## src/rtl/if_prefetch_stage.sv

```systemverilog
// Instruction-fetch stage with a credit-limited prefetch queue in front of a
// variable-latency instruction memory; supports downstream freeze and branch redirect.
module if_prefetch_stage #(
   parameter int                ADDR_W     = 32,
   parameter int                INST_W     = 32,
   parameter int                FIFO_DEPTH = 4,
   parameter int                PC_STEP    = 4,
   parameter logic [ADDR_W-1:0] RESET_PC   = '0
) (
   input  logic              clk,
   input  logic              rst,
   input  logic              freeze,
   input  logic              branch_taken,
   input  logic [ADDR_W-1:0] branch_addr,
   output logic              imem_req,
   output logic [ADDR_W-1:0] imem_addr,
   input  logic              imem_ready,
   input  logic              imem_rvalid,
   input  logic [INST_W-1:0] imem_rdata,
   output logic              out_valid,
   output logic [INST_W-1:0] instruction,
   output logic [ADDR_W-1:0] pc
);

   localparam int                PTR_W     = $clog2(FIFO_DEPTH);
   localparam int                CNT_W     = PTR_W + 1;
   localparam logic [ADDR_W-1:0] STEP      = ADDR_W'(PC_STEP);
   localparam logic [CNT_W:0]    DEPTH_EXT = (CNT_W + 1)'(FIFO_DEPTH);

   logic [INST_W-1:0] word_mem [FIFO_DEPTH];
   logic [ADDR_W-1:0] pc_mem   [FIFO_DEPTH];
   logic [PTR_W-1:0]  rd_ptr, wr_ptr;
   logic [CNT_W-1:0]  count, outstanding, discard;
   logic [ADDR_W-1:0] fetch_pc, resp_pc;
   logic [CNT_W:0]    credits_used;
   logic              accept, push, pop;

   // Live (non-discarded) fetches in flight plus queued words bound the next request,
   // so every accepted request is guaranteed a FIFO slot when it returns.
   always_comb begin
      credits_used = {1'b0, count} + {1'b0, outstanding} - {1'b0, discard};
      imem_req     = !rst && !branch_taken && (credits_used < DEPTH_EXT);
      accept       = imem_req && imem_ready;
      push         = imem_rvalid && (discard == '0) && !branch_taken;
      pop          = out_valid && !freeze && !branch_taken;
   end

   assign imem_addr   = fetch_pc;
   assign out_valid   = (count != '0);
   assign instruction = out_valid ? word_mem[rd_ptr] : '0;
   assign pc          = out_valid ? pc_mem[rd_ptr] : '0;

   always_ff @(posedge clk or posedge rst) begin
      if (rst) begin
         fetch_pc    <= RESET_PC;
         resp_pc     <= RESET_PC;
         rd_ptr      <= '0;
         wr_ptr      <= '0;
         count       <= '0;
         outstanding <= '0;
         discard     <= '0;
      end else if (branch_taken) begin
         // Everything still in flight after this edge belongs to the old stream.
         fetch_pc    <= branch_addr;
         resp_pc     <= branch_addr;
         rd_ptr      <= '0;
         wr_ptr      <= '0;
         count       <= '0;
         outstanding <= outstanding - CNT_W'(imem_rvalid);
         discard     <= outstanding - CNT_W'(imem_rvalid);
      end else begin
         if (accept) begin
            fetch_pc <= fetch_pc + STEP;
         end
         outstanding <= outstanding + CNT_W'(accept) - CNT_W'(imem_rvalid);
         if (imem_rvalid && (discard != '0)) begin
            discard <= discard - CNT_W'(1);
         end
         if (push) begin
            wr_ptr  <= wr_ptr + PTR_W'(1);
            resp_pc <= resp_pc + STEP;
         end
         if (pop) begin
            rd_ptr <= rd_ptr + PTR_W'(1);
         end
         count <= count + CNT_W'(push) - CNT_W'(pop);
      end
   end

   always_ff @(posedge clk) begin
      if (push) begin
         word_mem[wr_ptr] <= imem_rdata;
         pc_mem[wr_ptr]   <= resp_pc + STEP;
      end
   end

endmodule

```

## config.mk

```make
export PLATFORM = sky130hd
export DESIGN_NAME = if_prefetch_stage
export DESIGN_NICKNAME = d
export VERILOG_FILES = /design/src/rtl/if_prefetch_stage.sv
export SDC_FILE = /design/constraint.sdc
export NUM_CORES = 1
export LEC_CHECK = 0
export ABC_CLOCK_PERIOD_IN_PS = 3470
export CORE_ASPECT_RATIO = 1.25
export CORE_UTILIZATION = 30
export DETAILED_ROUTE_END_ITERATION = 7
export GPL_ROUTABILITY_DRIVEN = 0
export PLACE_DENSITY = 0.57
export SYNTH_ARGS = -nofsm -noshare
export SYNTH_HDL_FRONTEND = slang
export SYNTH_SLANG_ARGS = --single-unit
```

## constraint.sdc

```tcl
create_clock -name clk -period 3.47 [get_ports clk]
set_clock_uncertainty 0.2 [all_clocks]
set_input_delay 0.5205 -clock clk [delete_from_list [all_inputs] [get_ports clk]]
set_output_delay 0.5205 -clock clk [all_outputs]
set_load 0.03 [all_outputs]
```

==> metrics.txt, run 1 <==
# TYPE chip_impl_metric gauge
chip_impl_info{name="status",value="completed"} 1
chip_impl_metric{name="hold_ws",unit="ps"} 218
chip_impl_metric{name="yosysUniqueCellTypes",unit=""} 58
chip_impl_metric{name="timing.max_slew.rel_slack",unit="%"} 47.1
chip_impl_metric{name="syn_inst",unit=""} 947
chip_impl_metric{name="grt_pass1_wl",unit="um"} 52500
chip_impl_metric{name="first_global_vias",unit=""} 9074
chip_impl_metric{name="fin_nets",unit=""} 1243
chip_impl_metric{name="max_freq",unit="MHz"} 292
chip_impl_metric{name="max-clock-path-buffers",unit=""} 3
chip_impl_metric{name="timing.critical_path.fanout_max",unit=""} 2
chip_impl_metric{name="setup-violations-final",unit=""} 0
chip_impl_info{name="start_kind",value="flip-flop"} 1
chip_impl_metric{name="power.density",unit="nW/um^2"} 680
chip_impl_info{name="ctsRootBufferMaster",value="clkbuf_16"} 1
chip_impl_info{name="yosys.cell_count.top_type",value="edfxtp_1"} 1
chip_impl_metric{name="floorplan.core_area",unit="um^2"} 48300
chip_impl_metric{name="finish.utilization",unit="%"} 38.9
chip_impl_metric{name="number_of_antenna_violations_at_the_first_check_in_global_routing",unit=""} 0
chip_impl_metric{name="syn_nets",unit=""} 1038
chip_impl_metric{name="numCtsBuffers",unit=""} 36
chip_impl_metric{name="synthSimpleGateAreaFrac",unit="%"} 9.77
chip_impl_metric{name="clkLatencyLatePin",unit="ps"} 540
chip_impl_metric{name="min_period_over_period",unit="%"} 98.6
chip_impl_metric{name="clk_pin_slew",unit="ps"} 60
chip_impl_metric{name="dieArea",unit="um^2"} 49800
chip_impl_metric{name="vertical_die_dimension",unit="um"} 249
chip_impl_metric{name="crit_required",unit="ps"} 2750
chip_impl_metric{name="detailed_place_hpwl",unit="um"} 22700
chip_impl_metric{name="rrSetupSlack",unit="ps"} 90
chip_impl_info{name="min-delay-path-class",value="in -> reg"} 1
chip_impl_info{name="timing.critical_path.cells",value="inv_2 -> fa_1 -> inv_1 -> ha_4 -> and3b_2 -> nor4_4 -> buf_4 -> nor2_1 -> nor3_2 -> buf_12"} 1
chip_impl_info{name="yosys-top-cells-area",value="edfxtp_1 52%, dfrtp_1 13%, mux4_2 9.8%"} 1
chip_impl_metric{name="ant_nets",unit=""} 0
chip_impl_info{name="cpMaxStageDelayCell",value="fa_1"} 1
chip_impl_metric{name="postCtsHoldBufs",unit=""} 0
chip_impl_info{name="netlist.top_cell.by_area",value="edfxtp_1"} 1
chip_impl_metric{name="drive_above_1_share",unit="%"} 18.2
chip_impl_metric{name="routed_wirelength",unit="um"} 33900
chip_impl_metric{name="critical_path_buf_inv_count",unit=""} 4
chip_impl_info{name="yosys-top-cells-count",value="256 x edfxtp_1, 77 x dfrtp_1, 66 x and2_1"} 1
chip_impl_info{name="worst_setup_path_end_kind",value="output port"} 1
chip_impl_metric{name="netlist.area_leader.share",unit="%"} 52.4
chip_impl_metric{name="synthAdderAreaFrac",unit="%"} 2.00
chip_impl_info{name="rsz0062_at_grt",value="yes"} 1
chip_impl_info{name="setup.worst_path.class",value="reg -> out"} 1
chip_impl_metric{name="viasPerCell",unit=""} 4.71
chip_impl_metric{name="max-cap-violations",unit=""} 0
chip_impl_metric{name="die_x",unit="um"} 200
chip_impl_metric{name="flip_flop_and_latch_count_after_synthesis",unit=""} 333
chip_impl_metric{name="cts.sink_count",unit=""} 333
chip_impl_metric{name="site_row_count",unit=""} 90
chip_impl_metric{name="drt_iter0_drc",unit=""} 358
chip_impl_metric{name="grt_overflow",unit=""} 0
chip_impl_metric{name="detailroute.via_count",unit=""} 8583
chip_impl_metric{name="drt_pass1_iterations",unit=""} 4
chip_impl_metric{name="num_antenna_cells",unit=""} 0
chip_impl_metric{name="htreeDepth",unit=""} 2
chip_impl_metric{name="synth-compound-area-share",unit="%"} 3.71
chip_impl_info{name="synth_top_flop_cell",value="edfxtp_1"} 1
chip_impl_metric{name="gr-usage-all-layers",unit="%"} 13.9
chip_impl_metric{name="io-pin-count",unit=""} 168
chip_impl_metric{name="place.port_buffers",unit=""} 167
chip_impl_metric{name="least_margin_pin_slew",unit="ps"} 793
chip_impl_metric{name="detail_route.drc_violations",unit=""} 0
chip_impl_metric{name="power_leakage",unit="nW"} 7.28
chip_impl_metric{name="delay_of_the_slowest_cell_on_the_worst_path",unit="ps"} 530
chip_impl_metric{name="timing.final.max_slew_violations",unit=""} 0
chip_impl_info{name="cts_tree",value="yes"} 1
chip_impl_info{name="synth_top_family_by_area",value="multiplexers"} 1
chip_impl_metric{name="async_reset_ff_share",unit="%"} 23.1
chip_impl_metric{name="cp_data_arrival_time",unit="ps"} 2700
chip_impl_metric{name="min_tclk_post_route",unit="ps"} 3420
chip_impl_metric{name="routed_wire_length_per_instance",unit="um"} 18.6
chip_impl_metric{name="finalHoldViolCount",unit=""} 0
chip_impl_metric{name="synth-seq-area-share",unit="%"} 65.6
chip_impl_metric{name="syn2layout_area_growth",unit="%"} 28.1
chip_impl_metric{name="grt_max_degree",unit=""} 66
chip_impl_metric{name="synth-edff-count",unit=""} 256
chip_impl_metric{name="syn-cell-area",unit="um^2"} 14700
chip_impl_metric{name="synth-warning-count",unit=""} 0
chip_impl_metric{name="worst_ir_drop_on_vdd",unit="uV"} 322
chip_impl_metric{name="synthMuxAreaShare",unit="%"} 11.8
chip_impl_metric{name="initial_utilization",unit="%"} 30.4
chip_impl_metric{name="synth_xor_xnor_area_share",unit="%"} 4.90
chip_impl_info{name="critPathTopFamily",value="adder cells"} 1
chip_impl_metric{name="average_cell_area_after_synthesis",unit="um^2"} 15.5
registers in the layout (all words and copies together), names as in the netlist:
name	cells
count	3
discard	3
imem_addr	32
outstanding	3
pc_mem	128
rd_ptr	2
resp_pc	32
word_mem	128
wr_ptr	2
layout make-up:
class,count,area (um^2)
inverter,34,129
multi-input combinational,533,4810
fill,4506,29500
tap,644,806
clock buffer,44,931
clock inverter,19,171
sequential,333,9620
timing repair buffer,214,2330
per-layer routing:
metal | global-route usage [%] | routed length, um | share of wire (%)
met4 | 4.47 | 786 | 2.3
met1 | 17.4 | 14400 | 42
met2 | 23.9 | 17100 | 51
met5 | 0 | 0 | 0
met3 | 2.61 | 1600 | 4.7
report_power, final:
| group | internal [mW] | switching [mW] |
|---|---|---|
| registers | 4.58 | 0.212 |
| logic | 2.00 | 2.39 |
| clock network | 2.07 | 1.52 |
| total | 8.65 | 4.12 |
through the flow:
step                      instance area, um^2  setup TNS (ps)  total power, mW  setup slack (ps)  std cells
after global placement                  17400           -18.3             9.23             -18.3       1751
after global routing                    18800            -190             13.5              -106       1821
final                                   18800               0             12.8              49.7       1821
after detailed placement                17400           -99.1             9.27             -99.1       1751
after CTS                               18600           -73.1             13.0             -73.1       1819
after floorplan                         14700            -253             7.55              -185        947
path summary, 6_finish.rpt:
kind / from / end / cells after the start
worst max-delay path: count[1] / imem_req / 10
worst max register to register: count[1] / outstanding[2] / 15
worst min register to register: imem_addr[0] / imem_addr[0] / 2
worst min-delay path: branch_taken / rd_ptr[1] / 2
max in group asynchronous: rst / imem_addr[0] / 3
min in group asynchronous: rst / imem_addr[21] / 2
cell families (layout without fill, tap and decap cells):
group / after synthesis / after routing
multiplexers: 90 / 90
XOR/XNOR: 82 / 82
flip-flops: 333 / 333
AO/OA/AOI/OAI: 80 / 80
AND/OR/NAND/NOR: 260 / 260
buffers and inverters: 81 / 311
adder cells (fa/ha/maj): 21 / 21
placed cells by master, fill, tap and decap left out, drive strengths merged, types with 19 or more instances in the layout:
cell | netlist | routed
edfxtp | 256 | 256
clkdlybuf4s50 | 0 | 101
dfrtp | 77 | 77
and2 | 67 | 67
mux4 | 64 | 64
dlymetal6s2s | 0 | 62
nand2 | 48 | 48
buf | 17 | 48
xnor2 | 45 | 45
clkbuf | 30 | 45
xor2 | 37 | 37
nor2 | 34 | 34
inv | 34 | 34
nand3 | 24 | 24
mux2 | 22 | 22
nor4 | 19 | 19
o21ai | 19 | 19
what timing repair did:
item	CTS	global route
pin swaps	6	2
gates cloned	0	0
setup buffers	5	2
gates resized for setup	6	67
setup endpoints to repair	67	19
(Power assumes the default switching activity.)
==> inputs of run 2 (changes only) <==
--- a/config.mk
+++ b/config.mk
@@ -11,4 +11,5 @@
 export DETAILED_ROUTE_END_ITERATION = 7
 export GPL_ROUTABILITY_DRIVEN = 0
+export GPL_TIMING_DRIVEN = 0
 export PLACE_DENSITY = 0.57
 export SYNTH_ARGS = -nofsm -noshare
--- a/constraint.sdc
+++ b/constraint.sdc
@@ -3,3 +3,3 @@
 set_input_delay 0.5205 -clock clk [delete_from_list [all_inputs] [get_ports clk]]
 set_output_delay 0.5205 -clock clk [all_outputs]
-set_load 0.03 [all_outputs]
+set_load 0.05 [all_outputs]
==> metrics.txt, run 2 (synthesized netlist as in run 1, its figures left out) <==
# TYPE chip_impl_metric gauge
chip_impl_metric{name="crit_required",unit="ps"} 3710
chip_impl_metric{name="clk_pin_slew",unit="ps"} 60
chip_impl_metric{name="netSwitchingFraction",unit="%"} 35.4
chip_impl_metric{name="timing.critical_path.fanout_max",unit=""} 3
chip_impl_metric{name="hold_ws",unit="ps"} 267
chip_impl_metric{name="final.fill_count",unit=""} 4560
chip_impl_info{name="rsz0062_at_grt",value="yes"} 1
chip_impl_info{name="failed_checks",value="setup timing"} 1
chip_impl_metric{name="worst_ir_drop_on_vdd",unit="uV"} 425
chip_impl_metric{name="drive_above_1_share",unit="%"} 20.1
chip_impl_metric{name="setup_total_negative_slack",unit="ps"} -332
chip_impl_metric{name="detail_route.drc_violations",unit=""} 0
chip_impl_metric{name="rrSetupSlack",unit="ps"} -180
chip_impl_info{name="crit_start",value="outstanding[1]"} 1
chip_impl_metric{name="routed_wire_length_per_instance",unit="um"} 19.5
chip_impl_metric{name="instances_no_fill",unit=""} 1858
chip_impl_info{name="timing.critical_path.to",value="outstanding[2]"} 1
chip_impl_metric{name="grt_pass1_wl",unit="um"} 55000
chip_impl_metric{name="htreeDepth",unit=""} 2
chip_impl_metric{name="max-clock-path-buffers",unit=""} 3
chip_impl_metric{name="num_antenna_cells",unit=""} 0
chip_impl_metric{name="viasPerCell",unit=""} 4.69
chip_impl_metric{name="routed_wirelength",unit="um"} 36100
chip_impl_metric{name="floorplan.core_area",unit="um^2"} 48300
chip_impl_metric{name="timing.max_slew.rel_slack",unit="%"} 48.0
chip_impl_metric{name="fin_nets",unit=""} 1276
chip_impl_metric{name="power.clock.fraction",unit="%"} 29.7
chip_impl_metric{name="vertical_die_dimension",unit="um"} 249
chip_impl_metric{name="drt_iter0_drc",unit=""} 400
chip_impl_metric{name="least_margin_pin_slew",unit="ps"} 780
chip_impl_info{name="worst_setup_path_end_kind",value="flip-flop"} 1
chip_impl_metric{name="final.setup.worst_slack",unit="ps"} -177
chip_impl_metric{name="place_inst",unit=""} 1763
chip_impl_metric{name="drt_pass1_iterations",unit=""} 4
chip_impl_metric{name="grt_max_degree",unit=""} 53
chip_impl_metric{name="site_row_count",unit=""} 90
chip_impl_info{name="commonest_cells_after_routing_fill_and_taps_aside",value="256 x edfxtp_1, 105 x clkdlybuf4s50_1, 77 x dfrtp_1"} 1
chip_impl_metric{name="power_leakage",unit="nW"} 6.68
chip_impl_metric{name="grt_overflow",unit=""} 0
chip_impl_metric{name="ant_nets",unit=""} 0
chip_impl_info{name="start_kind",value="flip-flop"} 1
chip_impl_info{name="setup.worst_path.class",value="reg -> reg"} 1
chip_impl_metric{name="min_tclk_post_route",unit="ps"} 3650
chip_impl_metric{name="power_frac_comb",unit="%"} 35.9
chip_impl_metric{name="number_of_antenna_violations_at_the_first_check_in_global_routing",unit=""} 0
chip_impl_metric{name="cell_internal_power_dissipation",unit="mW"} 8.96
chip_impl_metric{name="first_global_vias",unit=""} 9235
chip_impl_metric{name="finalHoldViolCount",unit=""} 0
chip_impl_metric{name="postCtsHoldBufs",unit=""} 0
chip_impl_info{name="status",value="finished with violations"} 1
chip_impl_metric{name="ff2ff_path_depth",unit=""} 15
chip_impl_metric{name="p_sw",unit="mW"} 4.90
chip_impl_metric{name="gr-usage-all-layers",unit="%"} 14.8
chip_impl_metric{name="setup-violations-final",unit=""} 3
chip_impl_metric{name="min_period_over_period",unit="%"} 105
chip_impl_metric{name="cts.sink_count",unit=""} 333
chip_impl_info{name="cts_tree",value="yes"} 1
chip_impl_metric{name="cp_data_arrival_time",unit="ps"} 3890
chip_impl_info{name="min-delay-path-class",value="in -> async"} 1
chip_impl_metric{name="power.density",unit="nW/um^2"} 734
chip_impl_metric{name="power_frac_seq",unit="%"} 34.4
chip_impl_metric{name="die_x",unit="um"} 200
chip_impl_metric{name="syn2layout_area_growth",unit="%"} 28.6
chip_impl_info{name="largestRegisters",value="pc_mem: 128 flops, word_mem: 128 flops"} 1
chip_impl_metric{name="io-pin-count",unit=""} 168
chip_impl_metric{name="dieArea",unit="um^2"} 49800
chip_impl_metric{name="max_freq",unit="MHz"} 274
chip_impl_metric{name="timing.final.max_slew_violations",unit=""} 0
chip_impl_metric{name="place.port_buffers",unit=""} 167
chip_impl_info{name="ctsRootBufferMaster",value="clkbuf_16"} 1
chip_impl_metric{name="detailroute.via_count",unit=""} 8723
chip_impl_metric{name="max-cap-violations",unit=""} 0
chip_impl_info{name="critical_path.reg2reg.endpoint",value="outstanding[2]"} 1
chip_impl_metric{name="finish.utilization",unit="%"} 39.0
chip_impl_metric{name="numCtsBuffers",unit=""} 37
chip_impl_metric{name="clkLatencyLatePin",unit="ps"} 530
chip_impl_metric{name="initial_utilization",unit="%"} 30.4
chip_impl_metric{name="detailed_place_hpwl",unit="um"} 24600
chip_impl_info{name="layout_commonest_cell",value="edfxtp_1"} 1
chip_impl_info{name="reg2reg_from",value="outstanding[1]"} 1
-- run 2: changes by cell type in the layout (fill, tap and decap cells not counted), moves of 8 or more --
cell / before / now
buf_4: 35 / 27
clkbuf_1: 8 / 21
buf_12: 12 / 0
clkbuf_2: 0 / 15
dlymetal6s2s_1: 62 / 2
buf_6: 0 / 10
dlygate4sd2_1: 2 / 56
-- run 2: critical path, stage by stage (launching register included) --
cell     delay [ps]
dfrtp_1         370
inv_2            80
fa_1            570
inv_2            50
ha_4            200
and3b_2         220
nor4_4          320
o21a_2          240
inv_4            60
ha_4            250
inv_2            40
ha_4            150
fa_2            350
xor2_1          150
o21ai_1         150
xor2_1          160
-- run 2: power by group through the flow --
| stage | Sequential (mW) | Combinational, mW | Clock [mW] |
|---|---|---|---|
| after floorplan | 4.96 | 3.20 | 0 |
| after global placement | 4.86 | 4.89 | 0 |
| after detailed placement | 4.85 | 4.94 | 0 |
| after CTS | 4.77 | 4.94 | 4.22 |
| after global routing | 4.80 | 5.37 | 4.38 |
| final | 4.77 | 4.97 | 4.11 |
-- run 2: metrics by stage --
stage               setup slack [ps]  total power, mW  instance area [um^2]
floorplan                       -185             8.16                 14700
global placement               -2180             9.74                 17200
detailed placement             -1070             9.79                 17400
CTS                             -224             13.9                 18800
global route                    -297             14.5                 18900
finish                          -177             13.9                 18900
-- run 2: final cells by class --
cell class	instances	area [um^2]	area share, %
Sequential cell	333	9610	51.0
Multi-Input combinational cell	533	4830	25.6
Timing Repair Buffer	200	1950	10.3
Clock buffer	42	987	5.23
Tap cell	644	806	4.27
Clock inverter	26	292	1.55
Buffer	46	251	1.33
Inverter	34	133	0.703
-- run 2: how the worst min path moves through the flow --
| stage | start | slack, ps | endpoint |
|---|---|---|---|
| 4_1_cts | rst | 260 | resp_pc[31] |
| 3_3_place_gp | imem_addr[0] | 320 | imem_addr[0] |
| 3_5_place_dp | imem_addr[1] | 330 | imem_addr[1] |
| 6_report | rst | 270 | imem_addr[30] |
| 5_1_grt | rst | 300 | imem_addr[30] |
| 2_1_floorplan | resp_pc[0] | 280 | pc_mem[0][0] |
-- run 2: what timing repair did --
| item | CTS | global route |
|---|---|---|
| buffers inserted | 28 | 5 |
| gates resized for setup | 100 | 26 |
| endpoints found under the setup margin | 71 | 21 |
| pin swaps | 9 | 10 |
-- run 2: metal layers --
layer	track usage, %	routed length, um
met5	0	0
met4	4.89	980
met3	3.05	1810
met2	26.0	18300
met1	17.7	15000
